## src/rtl/ctrl_unit_mc_pkg.sv

```systemverilog
// Shared definitions for the multi-cycle control unit and the ALU/RAM blocks
// around it: default widths, FSM state encoding and the reserved opcodes.
package ctrl_unit_mc_pkg;

  localparam int DEF_DATALINES = 16;
  localparam int DEF_ADLINES   = 8;
  localparam int DEF_OPSIZE    = 4;
  localparam int DEF_ALUWIDTH  = 8;

  typedef enum logic [2:0] {
    S_IDLE   = 3'd0,
    S_FETCH  = 3'd1,
    S_DECODE = 3'd2,
    S_RDA    = 3'd3,
    S_RDB    = 3'd4,
    S_EXEC   = 3'd5,
    S_WRA    = 3'd6,
    S_HALT   = 3'd7
  } state_t;

  // Opcode 0 stops the machine; the all-ones opcode is an unconditional jump.
  localparam logic [DEF_OPSIZE-1:0] OP_HALT = '0;
  localparam logic [DEF_OPSIZE-1:0] OP_JMP  = '1;

endpackage

```

## src/rtl/ctrl_unit_mc.sv

```systemverilog
// Multi-cycle control unit: fetches an instruction, reads two operands, runs
// them through an external ALU and writes the result back over one RAM port.
module ctrl_unit_mc
  import ctrl_unit_mc_pkg::*;
#(
  parameter int DATALINES = DEF_DATALINES,
  parameter int ADLINES   = DEF_ADLINES,
  parameter int OPSIZE    = DEF_OPSIZE,
  parameter int ALUWIDTH  = DEF_ALUWIDTH,
  parameter int RESET_PC  = 1
) (
  input  logic                 clk,
  input  logic                 rst_n,
  input  logic                 enable,
  output logic [ADLINES-1:0]   ram_addr,
  output logic                 ram_rd,
  output logic                 ram_wr,
  output logic [DATALINES-1:0] ram_wdata,
  input  logic [DATALINES-1:0] ram_rdata,
  input  logic                 ram_ready,
  output logic [OPSIZE-1:0]    alu_op,
  output logic [ALUWIDTH-1:0]  alu_a,
  output logic [ALUWIDTH-1:0]  alu_b,
  input  logic [ALUWIDTH-1:0]  alu_y,
  output logic [ADLINES-1:0]   pc,
  output logic                 halted,
  output state_t               dbg_state
);

  localparam int FW = (DATALINES - OPSIZE) / 2;
  localparam logic [ADLINES-1:0] PC_RST   = ADLINES'(RESET_PC);
  localparam logic [OPSIZE-1:0]  OPC_HALT = OPSIZE'(OP_HALT);
  localparam logic [OPSIZE-1:0]  OPC_JMP  = {OPSIZE{1'b1}};

  state_t                state;
  logic [DATALINES-1:0]  ir;
  logic [ALUWIDTH-1:0]   da;
  logic [OPSIZE-1:0]     opcode;
  logic [ADLINES-1:0]    fa;
  logic [ADLINES-1:0]    fb;
  logic [ADLINES-1:0]    pc_inc;

  assign opcode    = ir[DATALINES-1 -: OPSIZE];
  assign fa        = ADLINES'(ir[DATALINES-OPSIZE-1 -: FW]);
  assign fb        = ADLINES'(ir[FW-1:0]);
  assign pc_inc    = pc + 1'b1;
  assign dbg_state = state;

  // RAM handshake: a request (ram_rd or ram_wr with ram_addr/ram_wdata) is
  // held unchanged until a rising edge sees ram_ready=1; that edge completes
  // the access, captures ram_rdata, and the strobe drops (or moves on to the
  // next access) in the following cycle. ram_rd and ram_wr are never both 1.
  always_ff @(posedge clk or negedge rst_n) begin
    if (!rst_n) begin
      state     <= S_IDLE;
      pc        <= PC_RST;
      ram_addr  <= '0;
      ram_rd    <= 1'b0;
      ram_wr    <= 1'b0;
      ram_wdata <= '0;
      alu_op    <= '0;
      alu_a     <= '0;
      alu_b     <= '0;
      halted    <= 1'b0;
      ir        <= '0;
      da        <= '0;
    end else begin
      case (state)
        S_IDLE: begin
          if (enable) begin
            state    <= S_FETCH;
            ram_rd   <= 1'b1;
            ram_addr <= pc;
          end
        end
        S_FETCH: begin
          if (ram_ready) begin
            ir     <= ram_rdata;
            ram_rd <= 1'b0;
            state  <= S_DECODE;
          end
        end
        S_DECODE: begin
          if (opcode == OPC_HALT) begin
            state  <= S_HALT;
            halted <= 1'b1;
          end else if (opcode == OPC_JMP) begin
            pc <= fa;
            // Instruction boundary: enable decides whether to keep running.
            if (enable) begin
              state    <= S_FETCH;
              ram_rd   <= 1'b1;
              ram_addr <= fa;
            end else begin
              state <= S_IDLE;
            end
          end else begin
            state    <= S_RDA;
            ram_rd   <= 1'b1;
            ram_addr <= fa;
          end
        end
        S_RDA: begin
          if (ram_ready) begin
            da       <= ram_rdata[ALUWIDTH-1:0];
            ram_addr <= fb;
            state    <= S_RDB;
          end
        end
        S_RDB: begin
          if (ram_ready) begin
            ram_rd <= 1'b0;
            alu_op <= opcode;
            alu_a  <= da;
            alu_b  <= ram_rdata[ALUWIDTH-1:0];
            state  <= S_EXEC;
          end
        end
        S_EXEC: begin
          alu_op    <= '0;
          alu_a     <= '0;
          alu_b     <= '0;
          ram_wr    <= 1'b1;
          ram_addr  <= fa;
          ram_wdata <= DATALINES'(alu_y);
          state     <= S_WRA;
        end
        S_WRA: begin
          if (ram_ready) begin
            ram_wr <= 1'b0;
            pc     <= pc_inc;
            if (enable) begin
              state    <= S_FETCH;
              ram_rd   <= 1'b1;
              ram_addr <= pc_inc;
            end else begin
              state <= S_IDLE;
            end
          end
        end
        S_HALT: begin
          halted <= 1'b1;
        end
        default: state <= S_IDLE;
      endcase
    end
  end

endmodule
```

## config.mk

```make
export PLATFORM = sky130hd
export DESIGN_NAME = ctrl_unit_mc
export DESIGN_NICKNAME = d
export VERILOG_FILES = /design/src/rtl/ctrl_unit_mc_pkg.sv /design/src/rtl/ctrl_unit_mc.sv
export SDC_FILE = /design/constraint.sdc
export NUM_CORES = 1
export LEC_CHECK = 0
export BUFFER_PORTS_ARGS = -buffer_cell sky130_fd_sc_hd__buf_2
export CORE_UTILIZATION = 50
export CTS_CLUSTER_SIZE = 20
export DETAILED_ROUTE_END_ITERATION = 10
export PLACE_DENSITY_LB_ADDON = 0.25
export SLEW_MARGIN = 10
export SYNTH_ARGS = -nofsm -noshare
export SYNTH_HDL_FRONTEND = slang
export SYNTH_SLANG_ARGS = --single-unit
export TNS_END_PERCENT = 100
```

## constraint.sdc

```tcl
create_clock -name clk -period 6.65 [get_ports clk]
set_clock_uncertainty 0.1 [all_clocks]
set_input_delay 0.3325 -clock clk [delete_from_list [all_inputs] [get_ports clk]]
set_output_delay 0.3325 -clock clk [all_outputs]
set_load 0.1 [all_outputs]
```

# Word level (Yosys, flattened, before mapping)
# Cells that the tools add are included.
# classes
multipliers	0
add_sub_neg	1
order_cmp	0
bitwise	0
shift	0
n_div	0
n_mux	36
reduce_logical	19
n_eq_ne	19
# ops
operator	n
8-bit two-way mux	12
8-bit case mux with 2 select lines	3
8-bit case mux with 5 select lines	1
3-bit two-way mux	7
3-bit case mux with 7 select lines	1
2-bit inequality test, second input constant	9
3-bit == test, second input constant	4
2-bit AND reduction	5
8-bit by 1-bit adder with 8-bit output, second input constant	1
4-bit case mux with 2 select lines	1
4-bit AND reduction	2
2-bit nonzero test	4
1-bit two-way mux	7
7-bit AND reduction	1
7-bit nonzero test	1
3-bit by 2-bit == test with 1-bit output, second input constant	2
6-bit AND reduction	1
5-bit nonzero test	1
4-bit == test, second input constant	1
4-bit logical NOT	1
4-bit two-way mux	1
1-bit case mux with 2 select lines	2
1-bit case mux with 4 select lines	1
4-bit nonzero test	1
5 further kinds	5
# totals
elab_cells	87
output_inout_bits	58
memories	0
latchBits	0
register_bits	74
inputBits	28
romBits	0
ram_bits	0

# Depth between registers and ports, before layout
# Gate-level depths: netlist (run 1).
# depth
ltp_word	4
depth_mapped	8
ltp_nobuf	6

# Least setup slack after synthesis (run 1)
# No wires, ideal clock.
# synth_timing
path_kind	reg2reg
start	reg state[2] (netlist: dbg_state[2])
end	reg ram_addr[2]
setup_time_ns	0.125
slack_ns	3.598
t_required_ns	6.425
n_path_buf	1
t_arrival_ns	2.827
stages_incl_launch_ff	8
period_less_slack_ns	3.052
cell_sequence	dfrtp_1 -> buf_2 -> clkinv_1 -> fa_1 -> inv_1 -> o32a_1 -> nor3_4 -> mux2_2
# synth_between
elab_chain_len	3
elab_cells_between_ends	14
cone_classes	eq/ne: 10; mux: 1; reduce/logical: 3
# synth_lines
element	line_no	rtl
start: declaration	ctrl_unit_mc.sv:35	state_t state;
start signal: assignment	ctrl_unit_mc.sv:55	state <= S_IDLE;
start signal: assignment	ctrl_unit_mc.sv:71	state <= S_FETCH;
start signal: assignment	ctrl_unit_mc.sv:80	state <= S_DECODE;
3-bit by 2-bit == test with 1-bit output, or another cell as far along	ctrl_unit_mc.sv:68	case (state)
3-bit inequality test (no line), or another cell as far along	-	
7-bit AND reduction (no line)	-	
end signal: assignment	ctrl_unit_mc.sv:73	ram_addr <= pc;
end signal: assignment	ctrl_unit_mc.sv:135	ram_addr <= pc_inc;
end: declaration	ctrl_unit_mc.sv:15	output logic [ADLINES-1:0] ram_addr,
# Several ways; a longest one is shown, not always the timed one.
# A chain may end at the register's enable or synchronous reset.

# Worst setup path after layout (run 1)
# layout_timing
start	reg state[2] (netlist: dbg_state[2])
end	reg ram_addr[3]
# Same word-level chain as after synthesis.

==> flow_metrics.tcl, run 1 <==
set metrics [dict create \
    overflow 0 \
    finalMaxSlewViolations 0 \
    synth_top_area_frac 0.500 \
    grt_pass1_wl_mm 13.0 \
    crit_type "reg -> reg" \
    numCtsBuffers 9 \
    synth_seq_cells 74 \
    fin_setup_tns_ps 0 \
    fmaxAchievable_mhz 288 \
    drt_first_pass_iters 6 \
    cp_data_required_time_ps 6780 \
    cts_resized 0 \
    first_iter_violations 223 \
    grt_max_degree 75 \
    synth.distinct_cells 59 \
    drive_gt1_frac 0.350 \
    yosys_most_used_dff "dfrtp_1" \
    finalNetCount 431 \
    clock_sinks 74 \
    final_core_util 0.621 \
    cts-root-buf "clkbuf_8" \
    min_period_over_period 0.522 \
    avgViaCountPerCell 5.74 \
    cp_top_family "flip-flops" \
    die_area_um2 7650 \
    avgSynthCellArea_um2 11.0 \
    r2r_setup_slack_ps 3180 \
    async_flop_share 1.00 \
    path_clk_slew_ps 80 \
    rsz0062_at_grt "false" \
    critPathBufInv 2 \
    r2r-start "dbg_state[2]" \
    status "finished clean" \
    portBuffers 77 \
    crit_path_top_delay_cell "dfrtp_1" \
    final-setup-viol-count 0 \
    start_util 0.529 \
    worst_slew_margin_rel 0.281 \
    min_path_type "in -> async" \
    synth_enable_flop_cells 0 \
    end_kind "flip-flop" \
    post_cts_buffers 0 \
    cts.path.max_buffers 2 \
    rr_worst_depth 6 \
    maxCapViolCount 0 \
    arrival_ps 3600 \
    dpl.hpwl_mm 5.31 \
    num_antenna_cells 0 \
    syn2layout_area_growth_pct 17.4 \
    final_common_cell "buf_2" \
    die_height_um 87.5 \
    syn_area_um2 3650 \
    synth.largest_area_cell "dfrtp_1" \
    htreeDepth 3 \
    drtAntennaViolNets 0 \
    ctsHoldBuffers 0 \
    io-pin-count 86 \
    drc_errors 0 \
    vias 2883 \
    synth_area_leaders "dfrtp_1 (50%), mux2_2 (11%), a22o_1 (5.0%), o21ai_0 (3.2%), nand2_1 (2.7%)" \
    gp_congestion 0.851 \
    path_max_fanout 37 \
    seq_area_frac_synth 0.508 \
    grt.total_usage 0.224 \
    routedWlPerCell_um 15.5 \
    ys_warn_count 0 \
    antenna_found_initial 0 \
    period_needed_ps 3470 \
    report.final.hold_viol_count 0 \
    wl_mm 7.76 \
    syn_inst 332 \
    max_stage_delay_ps 1060 \
    worstSkewPairLatency_ps 350 \
    startpoint_type "flip-flop" \
    final_cell_mix "buf_2 (76), dfrtp_1 (73), mux2_2 (36)" \
    worstMarginPinSlew_ps 1080 \
    rr_endpoint "ram_addr[3]" \
    grt_pass1_vias 2628 \
    die_w_um 87.5 \
    cts_tree "built" \
    cp_cell_sequence "clkinv_1 > fa_1 > inv_1 > o32a_1 > nor3_4 > mux2_2" \
    core-area_um2 6910 \
    rows 30 \
]
## cell usage after synthesis, drive strengths merged, types with 2 or more instances
| master | instances |
|---|---|
| mux2 | 38 |
| a22oi | 3 |
| a41oi | 2 |
| nand4 | 2 |
| dfrtp | 73 |
| or3 | 2 |
| nor2 | 13 |
| nor4 | 2 |
| clkbuf | 11 |
| a211oi | 2 |
| nor2b | 3 |
| o211ai | 2 |
| o21bai | 2 |
| mux2i | 4 |
| o21ai | 23 |
| a31oi | 6 |
| nand2b | 5 |
| a221oi | 2 |
| o31ai | 3 |
| a211o | 2 |
| buf | 20 |
| nand2 | 26 |
| nand3 | 12 |
| o22ai | 2 |
| a21oi | 10 |
| inv | 7 |
| nor3 | 7 |
| a22o | 21 |
| o32a | 3 |
## cell families (layout without fill, tap and decap cells)
group,after synthesis,after routing,share of synthesized area
adder cells (fa/ha/maj),2,2,0.00891
AO/OA/AOI/OAI,92,92,0.179
multiplexers,42,42,0.128
buffers and inverters,39,106,0.0572
XOR/XNOR,1,1,0.00240
other,1,8,0.00103
flip-flops,74,74,0.508
AND/OR/NAND/NOR,81,81,0.116
## per-stage QoR
step	worst slack (ps)	std cells	hold slack, ps	area [um^2]
global route	2940	502	74.1	4290
global placement	3300	486	357	4050
CTS	3200	502	35.3	4290
floorplan	3600	339	-63.1	3680
detailed placement	3210	486	359	4050
finish	3180	502	3.38	4290
## worst reg2reg max path, cell delays in order (launching register included)
cell,delay [ps]
dfrtp_1,1060
clkinv_1,530
fa_1,610
inv_1,40
o32a_1,180
nor3_4,430
mux2_2,400
## per-layer routing
metal,up-vias,track usage,share of wire,wire [um]
met1,1413,0.313,0.45,3470
met3,14,0.0464,0.055,429
met5,-,0,0,0
li1,1346,-,-,-
met4,0,0.110,0.023,175
met2,110,0.332,0.48,3690
## sequential cells by signal, indices dropped and copies added, names as in the netlist
| register | cells |
|---|---|
| da | 8 |
| ram_wdata | 8 |
| ram_rd | 1 |
| ir | 16 |
| alu_b | 8 |
| ram_addr | 8 |
| halted | 1 |
| dbg_state | 3 |
| pc | 8 |
| alu_op | 4 |
| ram_wr | 1 |
| alu_a | 8 |
## area by class of cell
cell class / count / area, um^2
multi-input combinational: 226 / 1630
fill: 591 / 2620
timing repair buffer: 82 / 425
sequential: 74 / 1850
clock buffer: 10 / 138
tap: 96 / 120
clock inverter: 6 / 95.1
inverter: 8 / 30.0
## worst max-delay path by stage
stage                            start           to  slack [ps]  cells after the start
after floorplan           dbg_state[2]  ram_addr[2]        3600                      7
after global placement    dbg_state[2]  ram_addr[5]        3300                      6
after detailed placement  dbg_state[2]  ram_addr[3]        3210                      6
after CTS                 dbg_state[2]  ram_addr[3]        3200                      6
after global routing      dbg_state[2]  ram_addr[2]        2940                      6
final                     dbg_state[2]  ram_addr[3]        3180                      6
Power of run 1 is not shown: default switching activity piles up to over one toggle a cycle in this logic, so the estimate is an artifact.
==> run 2, diff against run 1 <==
- ABC_AREA: not set -> 1
- clock period: 6.65 -> 3.6 ns (I/O delays scaled with it)
==> run 2 against run 1 <==
  * Hold slack better by 24 ps
  * Global-route usage is 3.0 points higher
  * Fmax is 62% higher
  * Highest routed layer unchanged
  * First-iteration DRC count is 40% higher
  * Sequential share of layout area is 1.2 points lower
  * Setup slack worse by 1700 ps
  * Via count is 11% higher
  * Die area is 3.4% lower
  * Synthesized area is 3.5% lower
  * Critical path type unchanged
  * Wire length is 13% higher
  * Register-to-register slack worse by 1700 ps
==> flow_metrics.tcl, run 2 <==
set metrics [dict create \
    status "finished clean" \
    num_antenna_cells 0 \
    start_util 0.519 \
    cts_resized 0 \
    ys_warn_count 0 \
    top_register "ir" \
    final_cell_mix "nand2_1 (137), buf_2 (77), dfrtp_1 (73)" \
    yosys_most_used_dff "dfrtp_1" \
    min_path_type "in -> reg" \
    htreeDepth 3 \
    dpl.hpwl_mm 6.06 \
    routedWlPerCell_um 14.0 \
    core-area_um2 6790 \
    synth.distinct_cells 32 \
    cp_cell_sequence "nand3_1 > nand3_1 > inv_1 > nand2_1 > nand3_1 > nand2_1 > nand2_1" \
    holdWs_ps 27.2 \
    async_flop_share 1.00 \
    critPathBufInv 1 \
    finalMaxSlewViolations 0 \
    grt_pass1_wl_mm 14.5 \
    overflow 0 \
    final_core_util 0.648 \
    syn_inst 431 \
    path_clk_slew_ps 80 \
    final-setup-viol-count 0 \
    min_period_over_period 0.596 \
    crit_type "reg -> reg" \
    end_kind "flip-flop" \
    cts.path.max_buffers 2 \
    period_needed_ps 2150 \
    drc_errors 0 \
    largest_reg_flops 16 \
    rows 30 \
    maxCapViolCount 0 \
    worst_slew_margin_rel 0.628 \
    crit_path_top_delay_cell "dfrtp_1" \
    path_max_fanout 13 \
    fin_setup_tns_ps 0 \
    synth_commonest_cells "nand2_1 (137), dfrtp_1 (73), inv_1 (43)" \
    drt_first_pass_iters 6 \
    synth_enable_flop_cells 0 \
    seq_area_frac_synth 0.526 \
    grt_pass1_vias 2947 \
    finalNetCount 556 \
    syn2layout_area_growth_pct 25.0 \
    antenna_found_initial 0 \
    rsz0062_at_grt "false" \
    dpl_worst_slack_ps 1500 \
    synth_area_leaders "dfrtp_1 (52%), nand2_1 (15%), o21ai_0 (6.0%), nand3_1 (5.0%), inv_1 (4.6%)" \
    die_area_um2 7390 \
    worstMarginPinSlew_ps 556 \
    grt_max_degree 32 \
    synth.most_common_cell "nand2_1" \
    gp_congestion 0.900 \
    grt.total_usage 0.253 \
    max_stage_delay_ps 630 \
    die_height_um 86.0 \
    synth.largest_area_cell "dfrtp_1" \
    avgSynthCellArea_um2 8.18 \
    fmaxAchievable_mhz 466 \
    portBuffers 77 \
    cp_data_required_time_ps 3740 \
    drtAntennaViolNets 0 \
    report.final.hold_viol_count 0 \
    setup_slack_ps 1450 \
    first_iter_violations 312 \
    cp_top_family "simple AND/OR/NAND/NOR gates" \
    final_common_cell "nand2_1" \
    syn_area_um2 3520 \
    die_w_um 86.0 \
    arrival_ps 2290 \
    startpoint_type "flip-flop" \
    vias 3211 \
    synth_seq_cells 74 \
    numCtsBuffers 9 \
    synth_top_area_frac 0.518 \
    wl_mm 8.76 \
    worstSkewPairLatency_ps 340 \
    drive_gt1_frac 0.220 \
    clock_sinks 74 \
    r2r_setup_slack_ps 1450 \
    cts_tree "built" \
    io-pin-count 86 \
    avgViaCountPerCell 5.12 \
    cts-root-buf "clkbuf_8" \
]
[run 2: changes by cell type in the layout (fill, tap and decap cells not counted), moves of 6 or more]
cell and delta:
nand2_1 +111, inv_1 +36, mux2_2 -29, nand3_1 +24, a22o_1 -21, o21ai_0 +20
dlygate4sd3_1 +17, nor2_1 +15, a31oi_1 -6, o22ai_1 +6
[run 2: cell type report]
class / instances / area [um^2]
clock inverters: 4 / 120
inverters: 49 / 186
flip-flops and latches: 74 / 1850
fillers: 575 / 2390
clock buffers: 12 / 165
repair buffers: 97 / 578
well taps: 96 / 120
multi-input cells: 295 / 1380
[run 2: logic make-up after synthesis]
kind of cell / synth area share
simple gates: 0.254
mux: 0.0224
other cells: 0.00106
buf+inv: 0.0898
compound gates: 0.0980
fa+ha+maj: 0.00923
flops: 0.526
[run 2: worst paths after layout]
path / end / from / cells after the start
setup / recovery: ram_addr[1] / dbg_state[2] / 7
hold / removal: alu_b[6] / ram_rdata[6] / 3
setup reg to reg: ram_addr[1] / dbg_state[2] / 7
hold reg to reg: ram_addr[7] / ram_addr[7] / 2
max in group asynchronous: pc[0] / rst_n / 3
min in group asynchronous: dbg_state[1] / rst_n / 2
[run 2: metal layers]
metal  vias up  GRT usage  wire (um)
met5         -          0          0
met4         0      0.100        186
met3        20     0.0577        517
met2       128      0.395       4130
met1      1507      0.345       3920
li1       1556          -          -
[run 2: through the flow]
stage	instances	cell area [um^2]
after floorplan	438	3550
after global placement	594	3950
after detailed placement	594	3950
after CTS	627	4400
after global routing	627	4400
final	627	4400
[run 2: what timing repair did]
item / in CTS / in global routing
buffers inserted: 0 / 0
endpoints found under the hold margin: 38 / 0
hold buffers: 17 / 0
[run 2: tightest hold or removal path: stages]
cell,delay [ps]
buf_2,70
inv_1,50
o22ai_1,120
Power of run 2 is left out for the same reason.
==> run 3, diff against run 2 <==
- clock period: 3.6 -> 2.2 ns (I/O delays scaled with it)
==> run 3 against run 2 <==
  * Via count did not move
  * Register-to-register slack got worse by 1200 ps
  * Global-route usage fell by 0.27 points
  * Critical path type unchanged
  * Critical endpoint is now ram_addr[3]
  * Largest cell class unchanged
==> flow_metrics.tcl, run 3 (synthesis gave the netlist of run 2 again) <==
set metrics [dict create \
    regArea_um2 1860 \
    finalNetCount 570 \
    min_period_over_period 0.879 \
    worst_slew_margin_rel 0.616 \
    post_cts_buffers 0 \
    max_stage_delay_ps 520 \
    cts-root-buf "clkbuf_8" \
    dpl_worst_slack_ps 280 \
    cts_tree "built" \
    rr_worst_depth 9 \
    critPathBufInv 2 \
    min_path_type "in -> reg" \
    grt.total_usage 0.251 \
    holdPathEnd "dbg_state[0]" \
    end_kind "flip-flop" \
    cp_cell_sequence "inv_4 > fa_1 > nand2_1 > nand2_1 > nand2_1 > nor2_4 > inv_2 > nand2_1 > nand2_1" \
    fmaxAchievable_mhz 517 \
    antenna_found_initial 0 \
    syn2layout_area_growth_pct 26.7 \
    first_iter_violations 214 \
    worstSkewPairLatency_ps 350 \
    drtAntennaViolNets 0 \
    start_util 0.519 \
    grt_max_degree 25 \
    final_common_cell "nand2_1" \
    crit_path_top_delay_cell "dfrtp_2" \
    cts.path.max_buffers 2 \
    num_antenna_cells 0 \
    grt_pass1_wl_mm 14.1 \
    die_w_um 86.0 \
    rows 30 \
    core-area_um2 6790 \
    fin_setup_tns_ps 0 \
    min_path_cells 4 \
    multi_input_area_um2 1380 \
    wl_mm 8.71 \
    avgViaCountPerCell 5.01 \
    htreeDepth 3 \
    setup_slack_ps 266 \
    routedWlPerCell_um 13.6 \
    status "finished clean" \
    vias 3211 \
    r2r_setup_slack_ps 270 \
    gp_congestion 0.902 \
    io-pin-count 86 \
    path_clk_slew_ps 80 \
    numCtsBuffers 9 \
    startpoint_type "flip-flop" \
    worst_path_most_repeated_cell "nand2_1" \
    finalMaxSlewViolations 0 \
    final_core_util 0.657 \
    drt_first_pass_iters 5 \
    rsz0062_at_grt "false" \
    cp_top_family "flip-flops" \
    final_cell_mix "nand2_1 (137), buf_2 (77), dfrtp_1 (70)" \
    rr_endpoint "ram_addr[3]" \
    worstMarginPinSlew_ps 576 \
    path_max_fanout 11 \
    largest_reg_flops 16 \
    die_area_um2 7390 \
    period_needed_ps 1930 \
    drive_gt1_frac 0.229 \
    clock_sinks 74 \
    drc_errors 0 \
    startpoint "dbg_state[2]" \
    overflow 0 \
    crit_type "reg -> reg" \
    report.final.hold_viol_count 0 \
    r2r-start "dbg_state[2]" \
    portBuffers 77 \
    cp_data_required_time_ps 2340 \
    maxCapViolCount 0 \
    die_height_um 86.0 \
    dpl.hpwl_mm 6.05 \
    fillers 565 \
    arrival_ps 2070 \
    final-setup-viol-count 0 \
    grt_pass1_vias 2966 \
    min_from "enable" \
    top_register "ir" \
]
run 3: changes by cell type in the layout (fill, tap and decap cells not counted):
| cell | delta |
|---|---|
| clkinvlp_4 | +2 |
| dfrtp_1 | -3 |
| dlygate4sd3_1 | +8 |
| inv_6 | +1 |
| clkinv_4 | +1 |
| buf_4 | +5 |
| clkbuf_1 | +1 |
| buf_12 | +1 |
| bufinv_16 | -3 |
| clkbuf_8 | -2 |
| dfrtp_2 | +3 |
run 3: layout make-up:
class                           count  area share
Inverter                           49      0.0418
Clock buffer                       11      0.0317
Sequential cell                    74       0.416
Timing Repair Buffer              111       0.160
Tap cell                           96      0.0269
Clock inverter                      5      0.0140
Multi-Input combinational cell    295       0.309
run 3: timing repair:
action	CTS	global route
gates resized for setup	0	0
endpoints found under the hold margin	59	0
hold buffers	25	0
setup endpoints to repair	0	0
run 3: metrics by stage:
| stage | std cells | hold slack [ps] | area [um^2] |
|---|---|---|---|
| 2_1_floorplan | 438 | -286 | 3550 |
| 3_3_place_gp | 600 | 37.1 | 4010 |
| 3_5_place_dp | 600 | 40.3 | 4010 |
| 4_1_cts | 641 | 90.2 | 4460 |
| 5_1_grt | 641 | 120 | 4460 |
| 6_report | 641 | 109 | 4460 |
run 3: worst max path at each step:
stage	to	slack [ps]	cells past startpoint
3_5_place_dp	ram_addr[3]	280	9
5_1_grt	ram_addr[4]	120	9
6_report	ram_addr[3]	270	9
4_1_cts	ram_addr[3]	270	9
2_1_floorplan	ram_addr[3]	30	10
3_3_place_gp	ram_addr[4]	310	9
run 3: worst reg2reg max path: stages, from the launching register on:
cell,delay [ps]
dfrtp_2,520
inv_4,90
fa_1,480
nand2_1,50
nand2_1,60
nand2_1,80
nor2_4,200
inv_2,120
nand2_1,70
nand2_1,50
run 3: per-layer routing:
| layer | track usage | up-vias | routed length (um) |
|---|---|---|---|
| met5 | 0 | - | 0 |
| met4 | 0.109 | 0 | 163 |
| met2 | 0.390 | 123 | 4130 |
| met3 | 0.0472 | 14 | 495 |
| li1 | - | 1578 | - |
| met1 | 0.345 | 1496 | 3920 |
Power of run 3 is left out for the same reason.
